===== src/rtl/game_match_ctrl.sv =====
// Match controller for the multimode counter game: sequences the full_game core
// through a best-of-N match, arbitrating player moves and scoring each round.
module game_match_ctrl #(
    parameter int N             = 4,
    parameter int ROUNDS_TO_WIN = 3,
    parameter int MOVE_TIMEOUT  = 8
) (
    input  logic         clk,
    input  logic         rst,
    input  logic         start,
    input  logic [N-1:0] seed,
    input  logic         p0_req,
    input  logic         p1_req,
    input  logic [1:0]   p0_move,
    input  logic [1:0]   p1_move,
    input  logic         gameover,
    input  logic [1:0]   who,
    output logic         init,
    output logic [N-1:0] initial_val,
    output logic [1:0]   control,
    output logic         step,
    output logic [1:0]   grant,
    output logic         timeout,
    output logic [2:0]   score0,
    output logic [2:0]   score1,
    output logic [3:0]   round_idx,
    output logic         busy,
    output logic         match_done,
    output logic         match_winner
);

    typedef enum logic [2:0] {IDLE, LOAD, ARB, STEP, SCORE, DONE} state_t;

    localparam logic [2:0] WIN       = 3'(ROUNDS_TO_WIN);
    localparam logic [7:0] IDLE_LAST = 8'(MOVE_TIMEOUT - 1);

    state_t       state, state_next;
    logic [N-1:0] seed_q, seed_next, initial_val_next;
    logic [7:0]   idle_cnt, idle_next;
    logic         moved, moved_next;
    logic         last_grant, last_next;
    logic [2:0]   score0_next, score1_next;
    logic [3:0]   round_next;
    logic         winner_next, init_next, step_next, timeout_next;
    logic [1:0]   control_next, grant_next;

    always_comb begin
        state_next   = state;
        seed_next    = seed_q;
        idle_next    = idle_cnt;
        moved_next   = moved;
        last_next    = last_grant;
        score0_next  = score0;
        score1_next  = score1;
        round_next   = round_idx;
        winner_next  = match_winner;
        init_next    = 1'b0;
        step_next    = 1'b0;
        timeout_next = 1'b0;
        control_next = 2'b00;
        grant_next   = 2'b00;

        case (state)
            IDLE, DONE: begin
                if (start) begin
                    state_next  = LOAD;
                    seed_next   = seed;
                    score0_next = 3'd0;
                    score1_next = 3'd0;
                    round_next  = 4'd0;
                    winner_next = 1'b0;
                end
            end
            LOAD: begin
                state_next = ARB;
                moved_next = 1'b0;
                idle_next  = 8'd0;
            end
            ARB: begin
                // A finished round is only believed once this round has seen a move.
                if (gameover && who != 2'd0 && moved) begin
                    state_next = SCORE;
                    if (who == 2'd2)
                        score0_next = score0 + 3'd1;
                    else if (who == 2'd1)
                        score1_next = score1 + 3'd1;
                end else if (p0_req && (!p1_req || last_grant)) begin
                    state_next   = STEP;
                    step_next    = 1'b1;
                    grant_next   = 2'b01;
                    control_next = p0_move;
                    last_next    = 1'b0;
                end else if (p1_req) begin
                    state_next   = STEP;
                    step_next    = 1'b1;
                    grant_next   = 2'b10;
                    control_next = p1_move;
                    last_next    = 1'b1;
                end else if (idle_cnt == IDLE_LAST) begin
                    state_next   = STEP;
                    step_next    = 1'b1;
                    timeout_next = 1'b1;
                end else begin
                    idle_next = idle_cnt + 8'd1;
                end
            end
            STEP: begin
                state_next = ARB;
                moved_next = 1'b1;
                idle_next  = 8'd0;
            end
            SCORE: begin
                if (score0 == WIN || score1 == WIN) begin
                    state_next  = DONE;
                    winner_next = (score1 == WIN);
                end else begin
                    state_next = LOAD;
                    round_next = (round_idx == 4'd15) ? 4'd15 : round_idx + 4'd1;
                end
            end
            default: state_next = IDLE;
        endcase

        // Outputs are registered, so they are derived from the state being entered.
        initial_val_next = initial_val;
        if (state_next == LOAD && state != LOAD) begin
            init_next        = 1'b1;
            initial_val_next = seed_next + N'(round_next);
        end
    end

    always_ff @(posedge clk) begin
        if (rst) begin
            state        <= IDLE;
            seed_q       <= '0;
            idle_cnt     <= 8'd0;
            moved        <= 1'b0;
            last_grant   <= 1'b1;
            init         <= 1'b0;
            initial_val  <= '0;
            control      <= 2'b00;
            step         <= 1'b0;
            grant        <= 2'b00;
            timeout      <= 1'b0;
            score0       <= 3'd0;
            score1       <= 3'd0;
            round_idx    <= 4'd0;
            busy         <= 1'b0;
            match_done   <= 1'b0;
            match_winner <= 1'b0;
        end else begin
            state        <= state_next;
            seed_q       <= seed_next;
            idle_cnt     <= idle_next;
            moved        <= moved_next;
            last_grant   <= last_next;
            init         <= init_next;
            initial_val  <= initial_val_next;
            control      <= control_next;
            step         <= step_next;
            grant        <= grant_next;
            timeout      <= timeout_next;
            score0       <= score0_next;
            score1       <= score1_next;
            round_idx    <= round_next;
            busy         <= (state_next != IDLE) && (state_next != DONE);
            match_done   <= (state_next == DONE);
            match_winner <= winner_next;
        end
    end

endmodule

===== config.mk =====
export PLATFORM = sky130hd
export DESIGN_NAME = game_match_ctrl
export DESIGN_NICKNAME = d
export VERILOG_FILES = /design/src/rtl/game_match_ctrl.sv
export SDC_FILE = /design/constraint.sdc
export NUM_CORES = 1
export LEC_CHECK = 0
export ABC_AREA = 1
export CAP_MARGIN = 0
export CORE_UTILIZATION = 30
export DETAILED_ROUTE_END_ITERATION = 16
export HOLD_SLACK_MARGIN = 0.08
export PLACE_DENSITY = 0.51
export REMOVE_ABC_BUFFERS = 1
export SLEW_MARGIN = 20
export SYNTH_ARGS = -nofsm -noshare
export SYNTH_HDL_FRONTEND = slang
export SYNTH_SLANG_ARGS = --single-unit

===== constraint.sdc =====
create_clock -name clk -period 3 [get_ports clk]
set_input_delay 0.3 -clock clk [delete_from_list [all_inputs] [get_ports clk]]
set_output_delay 0.3 -clock clk [all_outputs]
set_load 0.01 [all_outputs]

* Word level (Yosys, flattened, before mapping)
Cells that the tools add are included.
** Storage, ports and cells
- Register bits :: 41
- Bits in latches :: 0
- Bits in writable memories :: 0
- Bits in read-only memories :: 0
- Input port bits :: 16
- Output and inout port bits :: 24
- Logic and storage cells :: 116
- Memories :: 0
** Operators by class
- Add/subtract/negate cells :: 5
- $mul :: 0
- Div/mod/pow operators :: 0
- Magnitude comparators :: 0
- Equal/unequal tests :: 25
- Shift operators :: 0
- Muxes and demuxes :: 40
- Bitwise logic cells :: 2
- Reduce and logical (&&, ||, !) cells :: 26
** Operators with widths (number)
- $mux W3 :: 12
- $mux W8 :: 4
- $mux W4 :: 5
- $ne A2 B2 Y1 const B :: 10
- $pmux W8 S2 :: 1
- $eq A3 B2 Y1 const B :: 4
- $pmux W3 S2 :: 2
- $pmux W3 S4 :: 1
- $reduce_bool A2 Y1 :: 6
- $reduce_and A5 Y1 :: 2
- $eq A3 B3 Y1 const B :: 3
- $mux W1 :: 9
- $add A8 B1 Y8 const B :: 1
- $eq A8 B3 Y1 const B :: 1
- $pmux W4 S2 :: 1
- $add A3 B1 Y3 const B :: 2
- $eq A3 B1 Y1 const B :: 2
- $mux W2 :: 3
- $reduce_and A3 Y1 :: 2
- $logic_and A1 B1 Y1 :: 5
- $reduce_or A5 Y1 :: 1
- $add A4 B1 Y4 const B :: 1
- $add A4 B4 Y4 :: 1
- $eq A4 B4 Y1 const B :: 1
- 14 further kinds :: 18

* Depth between registers and ports, before layout
- Depth in word-level cells :: 9
- Depth in mapped cells :: 21
- Gate-level depth less buffers :: 20

* Worst setup path after synthesis
No wires, ideal clock.
- Path kind :: register -> register
- From :: reg score1[0]
- To :: reg initial_val[3]
- Setup time :: 0.109 ns
- Arrival time :: 2.325 ns
- Data required time :: 2.891 ns
- Path slack :: 0.566 ns
- Stages on the path, launching flop included :: 19
- Path buffers :: 0
- Period minus slack after synthesis :: 2.434 ns
- Cell sequence :: dfxtp_1 > ha_1 > ha_1 > nor2_1 > nor2_1 > nor2_4 > o21a_1 > inv_1 > ha_1 > nand2_1 > inv_1 > a21oi_1 > nand3_1 > nand2_1 > inv_1 > nand2_1 > nand3_1 > nand2_1 > inv_1
** Between the ends
- Elaborated cells between the ends (all ways) :: 9
- Those cells by class :: add/sub: 1; eq/ne: 2; mux: 4; reduce/logical: 2
** RTL lines
- from (decl) :: RTL line 25 : output logic [2:0] score1,
- from (signal assigned) :: RTL line 164 : score1 <= score1_next;
- $eq A3 B2 Y1 :: RTL line 113 : if (score0 == WIN || score1 == WIN) begin
- $logic_or A1 B1 Y1 :: RTL line 113
- $mux W4 :: RTL line 113
- $pmux W4 S2 :: RTL line 63 : case (state)
- named net round_next[1] :: RTL line 43 : logic [3:0] round_next;
- $add A4 B4 Y4 :: RTL line 128 : initial_val_next = seed_next + N'(round_next);
- to (signal assigned) :: RTL line 158 : initial_val <= initial_val_next;
- to (decl) :: RTL line 19 : output logic [N-1:0] initial_val,
The timed path passes the listed nets, and every way through them passes these cells.
A chain may end at the register's enable or synchronous reset.

* Worst setup path after layout
Same ends and word-level chain as after synthesis.

==> results_dict.tcl <==
set metrics [dict create \
    cts_hold_buf 0 \
    synth_cells 302 \
    port_buffers 39 \
    synth_warnings 0 \
    layout.nets 371 \
    crit_chain "ha_1 -> ha_1 -> nor2_1 -> nor2_1 -> nor2_4 -> o21a_1 -> inv_1 -> ha_1 -> nand2_1 -> inv_1 -> a21oi_1 -> nand3_1 -> nand2_1 -> inv_1 -> nand2_1 -> nand3_1 -> nand2_1 -> inv_1" \
    ys_seq_elements 41 \
    layout_common_cells "72 x nand2_1, 46 x nor2_1, 41 x dfxtp_1" \
    grtUsageTotal_pct 13.8 \
    period_minus_slack_ps 2690 \
    start_util_pct 31.2 \
    num_rows 30 \
    start_kind "flop" \
    grt.busiest_layer "met2" \
    setup_viol 0 \
    status "completed" \
    cts_tree "built" \
    timing.final.hold_violations 0 \
    drv_cap 0 \
    max_slew_margin_pct 70.3 \
    place_ws_ps 304 \
    leakagePower_uw 0.00122 \
    layout_commonest_cell "nand2_1" \
    antenna_found_initial 0 \
    grt_pass1_wl_um 8110 \
    path_buf_inv 4 \
    grt_use_met2_pct 22.9 \
    synth_area_um2 2130 \
    fp.coreArea_um2 6830 \
    numCtsBuffers 5 \
    critPathMaxFanout 8 \
    synth_area_per_cell_um2 7.06 \
    cpMaxStageDelayCell "dfxtp_1" \
    max_freq_mhz 372 \
    root_buffer "clkbuf_8" \
    maxSlewViolCount 0 \
    cts_sinks 41 \
    viasPerCell 4.35 \
    globalRoute.totalOverflow 0 \
    clk_pin_slew_ps 80 \
    ios 40 \
    tightest_slew_ps 445 \
    fp.dieH_um 86.3 \
    min_period_over_period_pct 89.6 \
    crit_family "simple AND/OR/NAND/NOR gates" \
    grt_max_degree 25 \
    post_cts_resized 0 \
    clock_latency_ps 290 \
    seq_area_frac_synth_pct 38.5 \
    arrival_ps 2890 \
    drc 0 \
    hp-class "flop to flop" \
    critPathMaxStageDelay_ps 340 \
    diodes 0 \
    place_hpwl_um 3550 \
    synth.distinct_cells 34 \
    place_congestion 0.800 \
    grt_util_met1_pct 18.0 \
    num_vias 1924 \
    firstDrtPassIters 4 \
    clockBufferDepth 2 \
    cts_setup_buffers 0 \
    critical_path_class "flop to flop" \
    grt_pass1_vias 1807 \
    die_area_um2 7450 \
    fin_ws_ps 313 \
    peakVddDrop_v 0.000222 \
    rsz0062_at_grt "false" \
    fin_skew_ps 9.42 \
    drive_gt1_share_pct 8.96 \
    power_density_nw_per_um2 495 \
    wl_um 4730 \
    wl_per_cell_um 10.7 \
    first_iter_violations 55 \
    postRouteAntennaNets 0 \
    tns_ps 0 \
    end_kind "flop" \
    met3_usage_pct 2.86 \
    required_ps 3200 \
    fp.dieW_um 86.3 \
    htreeDepth 2 \
    area_delta_synth_final_pct 29.0 \
]
stage by stage:
step / total power, uW / hold WS, ps / std cells / instance area (um2) / util [%]
floorplan: 795 / 369 / 297 / 2110 / -
CTS: 1380 / 484 / 442 / 2750 / 40.3
global route: 1440 / 505 / 442 / 2750 / 40.3
global placement: 907 / 467 / 434 / 2640 / 38.6
detailed placement: 909 / 472 / 434 / 2640 / 38.6
finish: 1360 / 485 / 442 / 2750 / 40.3
registers in the layout, summed over array words and instances (netlist names), 3 cells and up:
name,cells
state,3
idle_cnt,8
score1,3
initial_val,4
seed_q,4
round_idx,4
score0,3
worst reg2reg max path, stage by stage, from the launching register on:
cell and delay [ps]:
dfxtp_1 340, ha_1 220, ha_1 210, nor2_1 260
nor2_1 140, nor2_4 230, o21a_1 160, inv_1 70
ha_1 270, nand2_1 60, inv_1 40, a21oi_1 160
nand3_1 90, nand2_1 80, inv_1 40, nand2_1 50
nand3_1 60, nand2_1 60, inv_1 40
cell type report:
| cell class | count | area (um2) |
|---|---|---|
| flip-flops and latches | 41 | 821 |
| fillers | 733 | 4080 |
| clock inverters | 1 | 30.0 |
| clock buffers | 7 | 86.3 |
| well taps | 96 | 120 |
| multi-input cells | 210 | 1110 |
| repair buffers | 41 | 405 |
| inverters | 46 | 178 |
report_power, final:
group / switching [uW] / internal, uW
clock: 197 / 272
sequential: 23.4 / 581
combinational: 167 / 122
per-layer routing:
layer,vias to the layer above,wire (um),part of all wire (%)
met5,-,0,0
li1,1031,-,-
met3,5,125,2.6
met4,0,51,1.1
met2,23,2240,47
met1,865,2310,49
cells in the mapped netlist:
cell type | count | area (um2)
or2_2 | 1 | 6.26
ha_1 | 9 | 113
o21ai_0 | 9 | 45.0
inv_1 | 40 | 150
nor2_2 | 2 | 12.5
a311oi_1 | 1 | 8.76
nand3_1 | 12 | 60.1
nor4_1 | 1 | 6.26
nand2_2 | 2 | 12.5
o21ai_1 | 2 | 10.0
nor2_1 | 46 | 173
nand3_2 | 1 | 10.0
a31oi_1 | 2 | 12.5
o21a_1 | 2 | 15.0
inv_2 | 5 | 18.8
buf_4 | 1 | 7.51
nor3_1 | 6 | 30.0
nand3_4 | 1 | 17.5
nand2_1 | 72 | 270
o311ai_0 | 1 | 8.76
a21oi_1 | 20 | 100
a22oi_1 | 2 | 15.0
nor3b_1 | 1 | 7.51
inv_6 | 1 | 8.76
a21oi_2 | 1 | 8.76
a22oi_2 | 1 | 12.5
nand4_1 | 1 | 6.26
nand2_4 | 4 | 45.0
dfxtp_1 | 41 | 821
xor2_1 | 3 | 26.3
nor2_4 | 3 | 33.8
fa_1 | 1 | 20.0
clkbuf_1 | 4 | 15.0
xnor2_1 | 3 | 26.3
kinds of logic after synthesis:
group           after synthesis  share of synthesized area, %
compound gates               41                          11.1
xor+xnor                      6                          2.46
fa+ha+maj                    10                          6.22
buf+inv                      51                          9.38
flops                        41                          38.5
simple gates                153                          32.4
final timing paths:
path	from	end	slack [ps]	depth (start not counted)
worst max register to register	score1[0]$_SDFFE_PP0P_	initial_val[3]$_SDFFE_PP0P_	310	18
worst min-delay path	match_winner$_SDFFE_PP0P_	match_winner$_SDFFE_PP0P_	480	2
worst max-delay path	score1[0]$_SDFFE_PP0P_	initial_val[3]$_SDFFE_PP0P_	310	18
worst min register to register	match_winner$_SDFFE_PP0P_	match_winner$_SDFFE_PP0P_	480	2
Note: power is estimated with default switching activity, not from simulation.
